[src/rtl/convolve.sv]
// Sequential 40-point convolution y[n] = extract_h(L_shl(sum x[i]*h[n-i], 3)) driving
// external saturating arithmetic units and a one-cycle-latency word memory.
module convolve #(
  parameter logic [11:0] X_BASE = 12'h000,
  parameter logic [11:0] H_BASE = 12'h040,
  parameter logic [11:0] Y_BASE = 12'h080
) (
  input  logic        clk,
  input  logic        reset,
  input  logic        start,
  output logic        done,
  output logic [11:0] memReadAddr,
  input  logic [31:0] memIn,
  output logic [11:0] memWriteAddr,
  output logic [31:0] memOut,
  output logic        memWriteEn,
  output logic [15:0] L_macOutA,
  output logic [15:0] L_macOutB,
  output logic [31:0] L_macOutC,
  input  logic [31:0] L_macIn,
  output logic [31:0] L_shlVar1Out,
  output logic [15:0] L_shlNumShiftOut,
  output logic        L_shlReady,
  input  logic [31:0] L_shlIn,
  input  logic        L_shlDone,
  output logic [15:0] addOutA,
  output logic [15:0] addOutB,
  input  logic [15:0] addIn,
  output logic [15:0] subOutA,
  output logic [15:0] subOutB,
  input  logic [15:0] subIn
);

  localparam logic [3:0] INIT     = 4'd0;
  localparam logic [3:0] N_CHK    = 4'd1;
  localparam logic [3:0] I_CHK    = 4'd2;
  localparam logic [3:0] RD_H     = 4'd3;
  localparam logic [3:0] MAC      = 4'd4;
  localparam logic [3:0] SHL      = 4'd5;
  localparam logic [3:0] SHL_WAIT = 4'd6;
  localparam logic [3:0] WR       = 4'd7;
  localparam logic [3:0] DONE     = 4'd8;

  localparam logic [15:0] N_POINTS = 16'd40;

  logic [3:0]  state_r;
  logic [15:0] n_r;
  logic [15:0] i_r;
  logic [31:0] s_r;
  logic [15:0] xv_r;
  logic [31:0] t_r;

  // Bits deliberately ignored: upper halves of 16-bit memory words, high index bits, low half of t.
  logic unused_s;
  assign unused_s = ^{memIn[31:16], subIn[15:6], t_r[15:0]};

  // State machine and datapath registers.
  always_ff @(posedge clk) begin
    if (reset) begin
      state_r <= INIT;
      n_r     <= 16'd0;
      i_r     <= 16'd0;
      s_r     <= 32'd0;
      xv_r    <= 16'd0;
      t_r     <= 32'd0;
    end else begin
      case (state_r)
        INIT: begin
          if (start) begin
            n_r     <= 16'd0;
            i_r     <= 16'd0;
            s_r     <= 32'd0;
            xv_r    <= 16'd0;
            t_r     <= 32'd0;
            state_r <= N_CHK;
          end else begin
            state_r <= INIT;
          end
        end
        N_CHK: begin
          if (n_r >= N_POINTS) begin
            state_r <= DONE;
          end else begin
            s_r     <= 32'd0;
            i_r     <= 16'd0;
            state_r <= I_CHK;
          end
        end
        I_CHK: begin
          if (i_r > n_r) begin
            state_r <= SHL;
          end else begin
            state_r <= RD_H;
          end
        end
        RD_H: begin
          xv_r    <= memIn[15:0];
          state_r <= MAC;
        end
        MAC: begin
          s_r     <= L_macIn;
          i_r     <= addIn;
          state_r <= I_CHK;
        end
        SHL, SHL_WAIT: begin
          // The shifter may answer in its request cycle; otherwise park until it does.
          if (L_shlDone) begin
            t_r     <= L_shlIn;
            state_r <= WR;
          end else begin
            state_r <= SHL_WAIT;
          end
        end
        WR: begin
          n_r     <= addIn;
          state_r <= N_CHK;
        end
        DONE: begin
          state_r <= INIT;
        end
        default: begin
          state_r <= INIT;
        end
      endcase
    end
  end

  // Output decode: every port is zero unless the current state uses it.
  always_comb begin
    done             = 1'b0;
    memReadAddr      = 12'h000;
    memWriteAddr     = 12'h000;
    memOut           = 32'h0000_0000;
    memWriteEn       = 1'b0;
    L_macOutA        = 16'h0000;
    L_macOutB        = 16'h0000;
    L_macOutC        = 32'h0000_0000;
    L_shlVar1Out     = 32'h0000_0000;
    L_shlNumShiftOut = 16'h0000;
    L_shlReady       = 1'b0;
    addOutA          = 16'h0000;
    addOutB          = 16'h0000;
    subOutA          = 16'h0000;
    subOutB          = 16'h0000;
    case (state_r)
      I_CHK: begin
        if (i_r <= n_r) begin
          memReadAddr = {X_BASE[11:6], i_r[5:0]};
        end else begin
          memReadAddr = 12'h000;
        end
      end
      RD_H: begin
        subOutA     = n_r;
        subOutB     = i_r;
        memReadAddr = {H_BASE[11:6], subIn[5:0]};
      end
      MAC: begin
        L_macOutA = xv_r;
        L_macOutB = memIn[15:0];
        L_macOutC = s_r;
        addOutA   = i_r;
        addOutB   = 16'd1;
      end
      SHL: begin
        L_shlVar1Out     = s_r;
        L_shlNumShiftOut = 16'd3;
        L_shlReady       = 1'b1;
      end
      SHL_WAIT: begin
        L_shlVar1Out     = s_r;
        L_shlNumShiftOut = 16'd3;
        L_shlReady       = 1'b0;
      end
      WR: begin
        memWriteAddr = {Y_BASE[11:6], n_r[5:0]};
        memOut       = {16'h0000, t_r[31:16]};
        memWriteEn   = 1'b1;
        addOutA      = n_r;
        addOutB      = 16'd1;
      end
      DONE: begin
        done = 1'b1;
      end
      default: begin
        done = 1'b0;
      end
    endcase
  end

endmodule

[config.mk]
export PLATFORM = sky130hd
export DESIGN_NAME = convolve
export DESIGN_NICKNAME = d
export VERILOG_FILES = /design/src/rtl/convolve.sv
export SDC_FILE = /design/constraint.sdc
export NUM_CORES = 1
export LEC_CHECK = 0
export CAP_MARGIN = 20
export CORE_AREA = 8 8 136 138
export DETAILED_ROUTE_END_ITERATION = 16
export DIE_AREA = 0 0 144 146
export PLACE_DENSITY = 0.8
export SLEW_MARGIN = 20
export SYNTH_ARGS = -nofsm -noshare
export SYNTH_HDL_FRONTEND = slang
export SYNTH_SLANG_ARGS = --single-unit
[constraint.sdc]
create_clock -name clk -period 5.5 [get_ports clk]
set_input_delay 1.1 -clock clk [delete_from_list [all_inputs] [get_ports clk]]
set_output_delay 1.1 -clock clk [all_outputs]
set_load 0.05 [all_outputs]
# Yosys cells after proc, flatten, opt, wreduce, memory -nomap -nowiden
# Cells that the tools add are included.
dict set report word_totals {
  regBits 116
  word_cells 62
  inputBits 132
  output_inout_bits 235
}
dict set report op_classes {
  reduce_logical 11
  n_mux 31
  order_cmp 3
  n_eq_ne 11
}
# cell n
set op_table {}
lappend op_table {{two-way mux 32 bit} 5}
lappend op_table {{two-way mux 16 bit} 7}
lappend op_table {{one-hot mux 16 bit (2 select lines)} 3}
lappend op_table {{one-hot mux 32 bit (3 select lines)} 1}
lappend op_table {{one-hot mux 32 bit (2 select lines)} 1}
lappend op_table {{one-hot mux 16 bit (3 select lines)} 1}
lappend op_table {{one-hot mux 4 bit (7 select lines)} 1}
lappend op_table {{== test 4 x 3 -> 1 bit (second input constant)} 4}
lappend op_table {{greater-or-equal comparator 16 x 6 -> 1 bit (second input constant)} 1}
lappend op_table {{greater-than comparator 16 bit} 1}
lappend op_table {{<= comparator 16 bit} 1}
lappend op_table {{one-hot mux 7 bit (2 select lines)} 1}
lappend op_table {{== test 4 x 2 -> 1 bit (second input constant)} 2}
lappend op_table {{two-way mux 8 bit} 1}
lappend op_table {{two-way mux 1 bit} 6}
lappend op_table {{two-way mux 6 bit} 1}
lappend op_table {{AND reduction 3 bit} 2}
lappend op_table {{nonzero test 2 bit} 3}
lappend op_table {{== test 4 x 1 -> 1 bit (second input constant)} 1}
lappend op_table {{== test 4 bit (second input constant)} 1}
lappend op_table {{zero test 4 bit} 1}
lappend op_table {{two-way mux 4 bit} 1}
lappend op_table {{inequality test 2 bit (second input constant)} 2}
lappend op_table {{AND reduction 2 bit} 2}
lappend op_table {{other kinds (5)} 6}

# Longest topological paths before layout
# Gate-level depths: netlist of run 1.
dict set report logic_depth {
  depth_word 4
  ltp_mapped 8
  ltp_nobuf 7
}

# Worst setup path before layout of run 1
# Ideal clock, no wire load.
dict set report synth_timing {
  path_kind {flip-flop to output port}
  startpoint {register state_r[2]}
  endpoint {output port subOutA[10]}
  slack_ns 2.040
  path_buffers 3
  arrival_time_ns 2.360
  stages_incl_launch_ff 5
  t_required_ns 4.400
  cell_sequence {dfxtp_1 -> buf_2 -> buf_2 -> buf_1 -> nor4_1}
}
dict set report synth_via {
  elab_chain_cells 2
}
# item line_no
set synth_rtl {}
lappend synth_rtl {{start, declared} 46} ;# logic [3:0] state_r;
lappend synth_rtl {{start signal, assigned} 60} ;# state_r <= INIT;
lappend synth_rtl {{start signal, assigned} 75} ;# state_r <= N_CHK;
lappend synth_rtl {{start signal, assigned} 77} ;# state_r <= INIT;
lappend synth_rtl {{== test 4 x 2 -> 1 bit} 145} ;# case (state_r)
lappend synth_rtl {{two-way mux 16 bit} 145}
lappend synth_rtl {{end, declared} 29} ;# output logic [15:0] subOutA,
# Every way passes these cells.

# Worst setup path in the final report of run 1
dict set report layout_timing {
  startpoint {register state_r[0]}
  endpoint {output port addOutA[0]}
}
dict set report layout_via {
  elab_chain_cells 2
  word_cells_on_any_way 3
  classes_between {eq/ne (2); mux (1)}
}
# item line_no
set layout_rtl {}
lappend layout_rtl {{== test 4 x 3 -> 1 bit} 145}
lappend layout_rtl {{one-hot mux 16 bit (2 select lines) *} 145}
lappend layout_rtl {{end, declared} 26} ;# output logic [15:0] addOutA,
# Every way passes the cells marked *; elsewhere a longest branch is shown, timed or not.

==> impl_metrics.yaml, run 1 <==
grt:
  first_global_vias: 5494
  grt_pass1_wl_um: 30600
  antenna_found_initial: 2
  overflow: 0
  track_usage: 0.183
  grt_max_degree: 55
detailed_routing:
  wl_um: 20200
  dr.pass1.iters: 4
  drc: 0
  routedWlPerCell_um: 17.8
  vias: 5557
  via_per_inst: 4.91
  ant_nets: 0
  first_iter_violations: 245
floorplanning:
  fp.dieH_um: 146
  io_pins: 367
  coreArea_um2: 16300
  core.rowCount: 47
  fp.dieW_um: 144
  die-area_um2: 21000
  start_util: 0.350
power_and_ir_drop:
  leakagePower_uw: 0.00323
  ir_worst_vdd_mv: 0.176
  power_density_nw_per_um2: 235
timing:
  max-slew-margin-rel: 0.473
  grt_setup_unrepaired: "no"
  fin_crit_sh: 0.819
  maxSlewViolCount: 0
  setup_viol: 0
  holdWs_ns: 0.463
  hold_violations: 0
  tns_ns: 0
  finClkSkew_ns: 0.0122
  post-route-min-period_ns: 4.50
  worstMarginPinSlew_ns: 0.786
  max_freq_ghz: 0.222
worst_setup_path:
  cp.depth: 7
  critPathTopFamily: "buffers and inverters"
  r2r_cells: 6
  cp.arrival_ns: 3.40
  cp_common_cell: "buf_4"
  startpoint_type: "flip-flop"
  cpPeakStageDelay_ns: 0.80
  worstPathRequired_ns: 4.40
  crit_buf_inv: 3
  cp_slowest_cell: "clkdlybuf4s50_1"
  critPathMaxFanout: 45
  r2r_start: "state_r[0]"
  cp-end-kind: "output pin"
  critical_path_class: "reg2out"
  cp_cell_sequence: "nand2_1 -> buf_4 -> nor2_2 -> buf_4 -> and2_1 -> a21o_1 -> clkdlybuf4s50_1"
  r2r_slack_ns: 2.95
  r2r-end: "t_r[26]"
synth:
  syn-cell-area_um2: 5700
  yosysMostFrequentCell: "and2_1"
  post-synth-top-area-cell: "dfxtp_1"
  synth_area_per_cell_um2: 8.47
  syn_inst: 673
  synth_edf_count: 0
  yosysWarnings: 0
  synthTopCellsByArea: "dfxtp_1, and2_1, a22o_1, buf_4, a22oi_1"
  async_flop_share: 0
  ys_types: 43
  synth_top_area_share: 0.351
  seq_area_frac_synth: 0.351
  synth_flop_cell: "dfxtp_1"
  synth-seq-cells: 100
  ys_top_cells_by_count: "and2_1, dfxtp_1, buf_4, a22o_1, nor2_1"
clocking:
  cts_made_buffers: 9
  root_buffer: "clkbuf_16"
  ctsResizeCount: 0
  cts_tree: "done"
  hold_buffers: 0
  cts_buffer_depth: 2
  post_cts_buffers: 0
  htree_levels: 3
  path_clk_slew_ns: 0.06
  clk-insertion-delay-late_ns: 0.35
  clock_sinks: 100
place:
  portBuffers: 269
  dp_hpwl_um: 14900
  gp_congestion: 0.792
status:
  status: "completed"
hold_path:
  worstHoldEndpoint: "t_r[26]"
  hp-class: "reg2reg"
  hold_depth: 2
  hold_start: "t_r[26]"
final_layout:
  multi_input_area_um2: 3160
  num_antenna_cells: 0
  drive_above_1_share: 0.0406
  fillCellCount: 1562
  final-seq-area_um2: 2000
  syn2layout_area_growth_pct: 50.7
  fin_nets: 1054
flow_run:
  max_cap_viol_count: 0
[per-stage QoR]
step	std cells	cell area (µm²)	power, µW	worst slack [ns]	utilization
finish	1131	8590	2020	0.997	0.527
global route	1131	8590	2110	0.767	0.527
CTS	1131	8590	2050	0.986	0.527
detailed placement	1115	8270	1360	1.35	0.508
global placement	1115	8270	1350	1.40	0.508
floorplan	727	5900	1230	2.04	-
[power by group]
group	internal, µW	switching [µW]	leakage, µW
Clock	399	283	0.000149
Sequential	749	37.0	0.000806
Combinational	175	379	0.00228
[sequential cells by signal, summed over array words and instances (netlist names)]
signal,count
s_r,32
i_r,16
n_r,16
t_r,16
xv_r,16
state_r,4
[logic make-up after synthesis]
group | after synthesis | synth area share
buf+inv | 128 | 0.134
compound gates | 143 | 0.192
fa+ha+maj | 16 | 0.0351
simple gates | 285 | 0.287
flops | 100 | 0.351
other cells | 1 | 0.000658
[cell type report]
cell class,count,area share
inverters,16,0.00699
clock inverters,6,0.0103
well taps,220,0.0320
clock buffers,10,0.0267
multi-input cells,499,0.368
flip-flops and latches,100,0.233
repair buffers,280,0.323
[cells in the final DEF, fill, tap and decap left out, drive strengths merged, types with 2 or more instances in the layout]
| cell | synthesis | routed |
|---|---|---|
| and2 | 131 | 131 |
| clkdlybuf4s50 | 0 | 268 |
| o211ai | 6 | 6 |
| o21ai | 3 | 3 |
| inv | 16 | 16 |
| nand3 | 26 | 26 |
| buf | 88 | 12 |
| nand4b | 2 | 2 |
| clkbuf | 24 | 10 |
| ha | 16 | 16 |
| nand4 | 11 | 11 |
| bufinv | 0 | 2 |
| o21a | 2 | 2 |
| a21o | 9 | 9 |
| nor3 | 10 | 10 |
| dfxtp | 100 | 100 |
| nor2 | 42 | 42 |
| nand2b | 21 | 21 |
| a21oi | 26 | 26 |
| a22oi | 32 | 32 |
| nor4 | 21 | 21 |
| clkinv | 0 | 2 |
| conb | 1 | 55 |
| nand2 | 18 | 18 |
| clkinvlp | 0 | 2 |
| a22o | 58 | 58 |
[worst reg2reg max path, delay by kind of cell (launching register included)]
family | cells | cell delay (ns)
AO/OA/AOI/OAI | 2 | 0.83
AND/OR/NAND/NOR | 3 | 0.79
flip-flops | 1 | 0.49
buffers and inverters | 1 | 0.36
[per-layer routing]
| metal | GRT usage | vias to the layer above | share of wire |
|---|---|---|---|
| met5 | 0 | - | 0.0011 |
| met4 | 0.0652 | 4 | 0.022 |
| met3 | 0.0627 | 32 | 0.11 |
| met2 | 0.309 | 256 | 0.47 |
| met1 | 0.208 | 2570 | 0.40 |
| li1 | - | 2695 | - |
[how the worst max path moves through the flow]
| stage | start | endpoint | slack (ns) |
|---|---|---|---|
| after CTS | state_r[0] | addOutA[0] | 0.99 |
| final | state_r[0] | addOutA[0] | 1.0 |
| after detailed placement | state_r[0] | addOutA[0] | 1.35 |
| after floorplan | state_r[2] | subOutA[10] | 2.04 |
| after global placement | state_r[0] | addOutA[0] | 1.40 |
| after global routing | state_r[0] | addOutA[0] | 0.77 |
(Power assumes the default switching activity.)
==> inputs of run 2 (changes only) <==
CORE_AREA = not set   (was 8 8 136 138)
CORE_MARGIN = 8   (was not set)
CORE_UTILIZATION = 33   (was not set)
DIE_AREA = not set   (was 0 0 144 146)
PLACE_DENSITY = 0.79   (was 0.8)
clock period = 4.1 ns   (was 5.5 ns; I/O delays follow)
==> run 2 against run 1 <==
Die area up 3.3%. First-iteration DRC count up 13%. Sequential power up 35%. Setup slack worse by 0.39 ns. Routed wire length increased by 4.8%. Count of clock-buffer cells in the layout increased by 1. Sequential share of layout area fell by 2.9 points. Design area is 14% higher. Final cell count increased by 0.62%. Clock skew rose by 0.00067 ns. Clock power up 29%.
==> impl_metrics.yaml, run 2 (same netlist as run 1, synthesis figures left out) <==
clocking:
  cts_made_buffers: 9
  path_clk_slew_ns: 0.06
  clock_sinks: 100
  hold_buffers: 0
  ctsResizeCount: 0
  clk-insertion-delay-late_ns: 0.35
  root_buffer: "clkbuf_16"
  cts_tree: "done"
  post_cts_buffers: 0
  cts_buffer_depth: 2
  htree_levels: 3
worst_setup_path:
  crit_buf_inv: 2
  r2r-end: "t_r[27]"
  r2r_start: "state_r[0]"
  cp_common_cell: "nand2_1"
  critical_path_class: "reg2out"
  r2r_cells: 7
  cp_cell_sequence: "nand2_1 -> buf_4 -> nand2_2 -> nand2_1 -> nor2_1 -> clkdlybuf4s50_1"
  critPathTopFamily: "buffers and inverters"
  cpPeakStageDelay_ns: 0.89
  critPathMaxFanout: 16
  cp-end-kind: "output pin"
  cp_slowest_cell: "clkdlybuf4s50_1"
  startpoint_type: "flip-flop"
  r2r_slack_ns: 1.50
  worstPathRequired_ns: 3.28
  cp.depth: 6
  cp.arrival_ns: 2.67
timing:
  tns_ns: 0
  setup_viol: 0
  hold_violations: 0
  max-slew-margin-rel: 0.348
  worstMarginPinSlew_ns: 0.971
  fin_crit_sh: 0.851
  layout_setup_ws_ns: 0.611
  grt_setup_unrepaired: "no"
  max_freq_ghz: 0.287
  finClkSkew_ns: 0.0129
  maxSlewViolCount: 0
  holdWs_ns: 0.467
  post-route-min-period_ns: 3.49
place:
  portBuffers: 269
  dp_hpwl_um: 16200
  place_ws_ns: 0.959
  gp_congestion: 0.816
detailed_routing:
  dr_wl_met2_um: 10300
  first_iter_violations: 276
  via_per_inst: 4.98
  wl_um: 21200
  dr.pass1.iters: 4
  drc: 0
  met1_length_um: 8670
  top_layer: "met5"
  wl_met3_um: 1800
  vias: 5667
  routedWlPerCell_um: 18.6
  ant_nets: 0
power_and_ir_drop:
  leakagePower_uw: 0.00391
  ir_worst_vdd_mv: 0.215
  power_density_nw_per_um2: 275
floorplanning:
  fp.dieW_um: 147
  fp.dieH_um: 147
  io_pins: 367
  coreArea_um2: 17100
  core.rowCount: 48
  start_util: 0.333
  die-area_um2: 21700
final_layout:
  num_antenna_cells: 0
  largest_reg_flops: 32
  final_cell_mix: "and2_1, buf_12, clkdlybuf4s50_1"
  final-seq-area_um2: 2000
  syn2layout_area_growth_pct: 72.6
  regMostFlops: "s_r"
  multi_input_area_um2: 3160
  fin_nets: 1056
  layout_commonest_cell: "and2_1"
  drive_above_1_share: 0.212
  fillCellCount: 1456
hold_path:
  hp-class: "reg2reg"
  worstHoldEndpoint: "t_r[22]"
  hold_depth: 2
  hold_start: "t_r[22]"
flow_run:
  max_cap_viol_count: 0
status:
  status: "completed"
grt:
  antenna_found_initial: 2
  overflow: 0
  grt_max_degree: 51
  grt_pass1_wl_um: 32400
  track_usage: 0.185
  first_global_vias: 5611
==> run 2: power by group <==
part	switching (µW)	internal, µW	total, µW
combinational	518	254	772
sequential	49.9	1010	1060
clock	385	493	878
total	953	1750	2710
==> run 2: how the worst max path moves through the flow <==
| stage | from | end | slack, ns |
|---|---|---|---|
| floorplan | state_r[2] | subOutA[10] | 0.92 |
| global placement | state_r[0] | addOutB[0] | 0.99 |
| detailed placement | state_r[0] | L_shlVar1Out[9] | 0.96 |
| CTS | state_r[0] | addOutB[0] | 0.57 |
| global route | state_r[0] | addOutB[0] | 0.40 |
| finish | state_r[0] | addOutB[0] | 0.61 |
==> run 2: per-layer routing <==
metal / up-vias / global-route usage
met5: - / 0
met4: 4 / 0.0561
met3: 29 / 0.0694
met2: 249 / 0.313
met1: 2681 / 0.214
li1: 2704 / -
==> run 2: worst min-delay path: cells and delay by family, from the launching register on <==
kind / cells / cell delay [ns]
flip-flops: 1 / 0.30
AO/OA/AOI/OAI: 1 / 0.05
AND/OR/NAND/NOR: 1 / 0.06
==> run 2: layout make-up <==
cell class / count / area share
Timing Repair Buffer: 282 / 0.409
Multi-Input combinational cell: 499 / 0.322
Sequential cell: 100 / 0.204
Tap cell: 225 / 0.0286
Clock buffer: 11 / 0.0247
Clock inverter: 5 / 0.00611
Inverter: 16 / 0.00611
==> run 2: stage by stage <==
stage	utilization	power (µW)	cell area, µm²	cells
after floorplan	-	1650	5900	727
after global placement	0.557	1830	9530	1122
after detailed placement	0.557	1840	9530	1122
after CTS	0.574	2730	9830	1138
after global routing	0.574	2830	9830	1138
final	0.574	2710	9830	1138
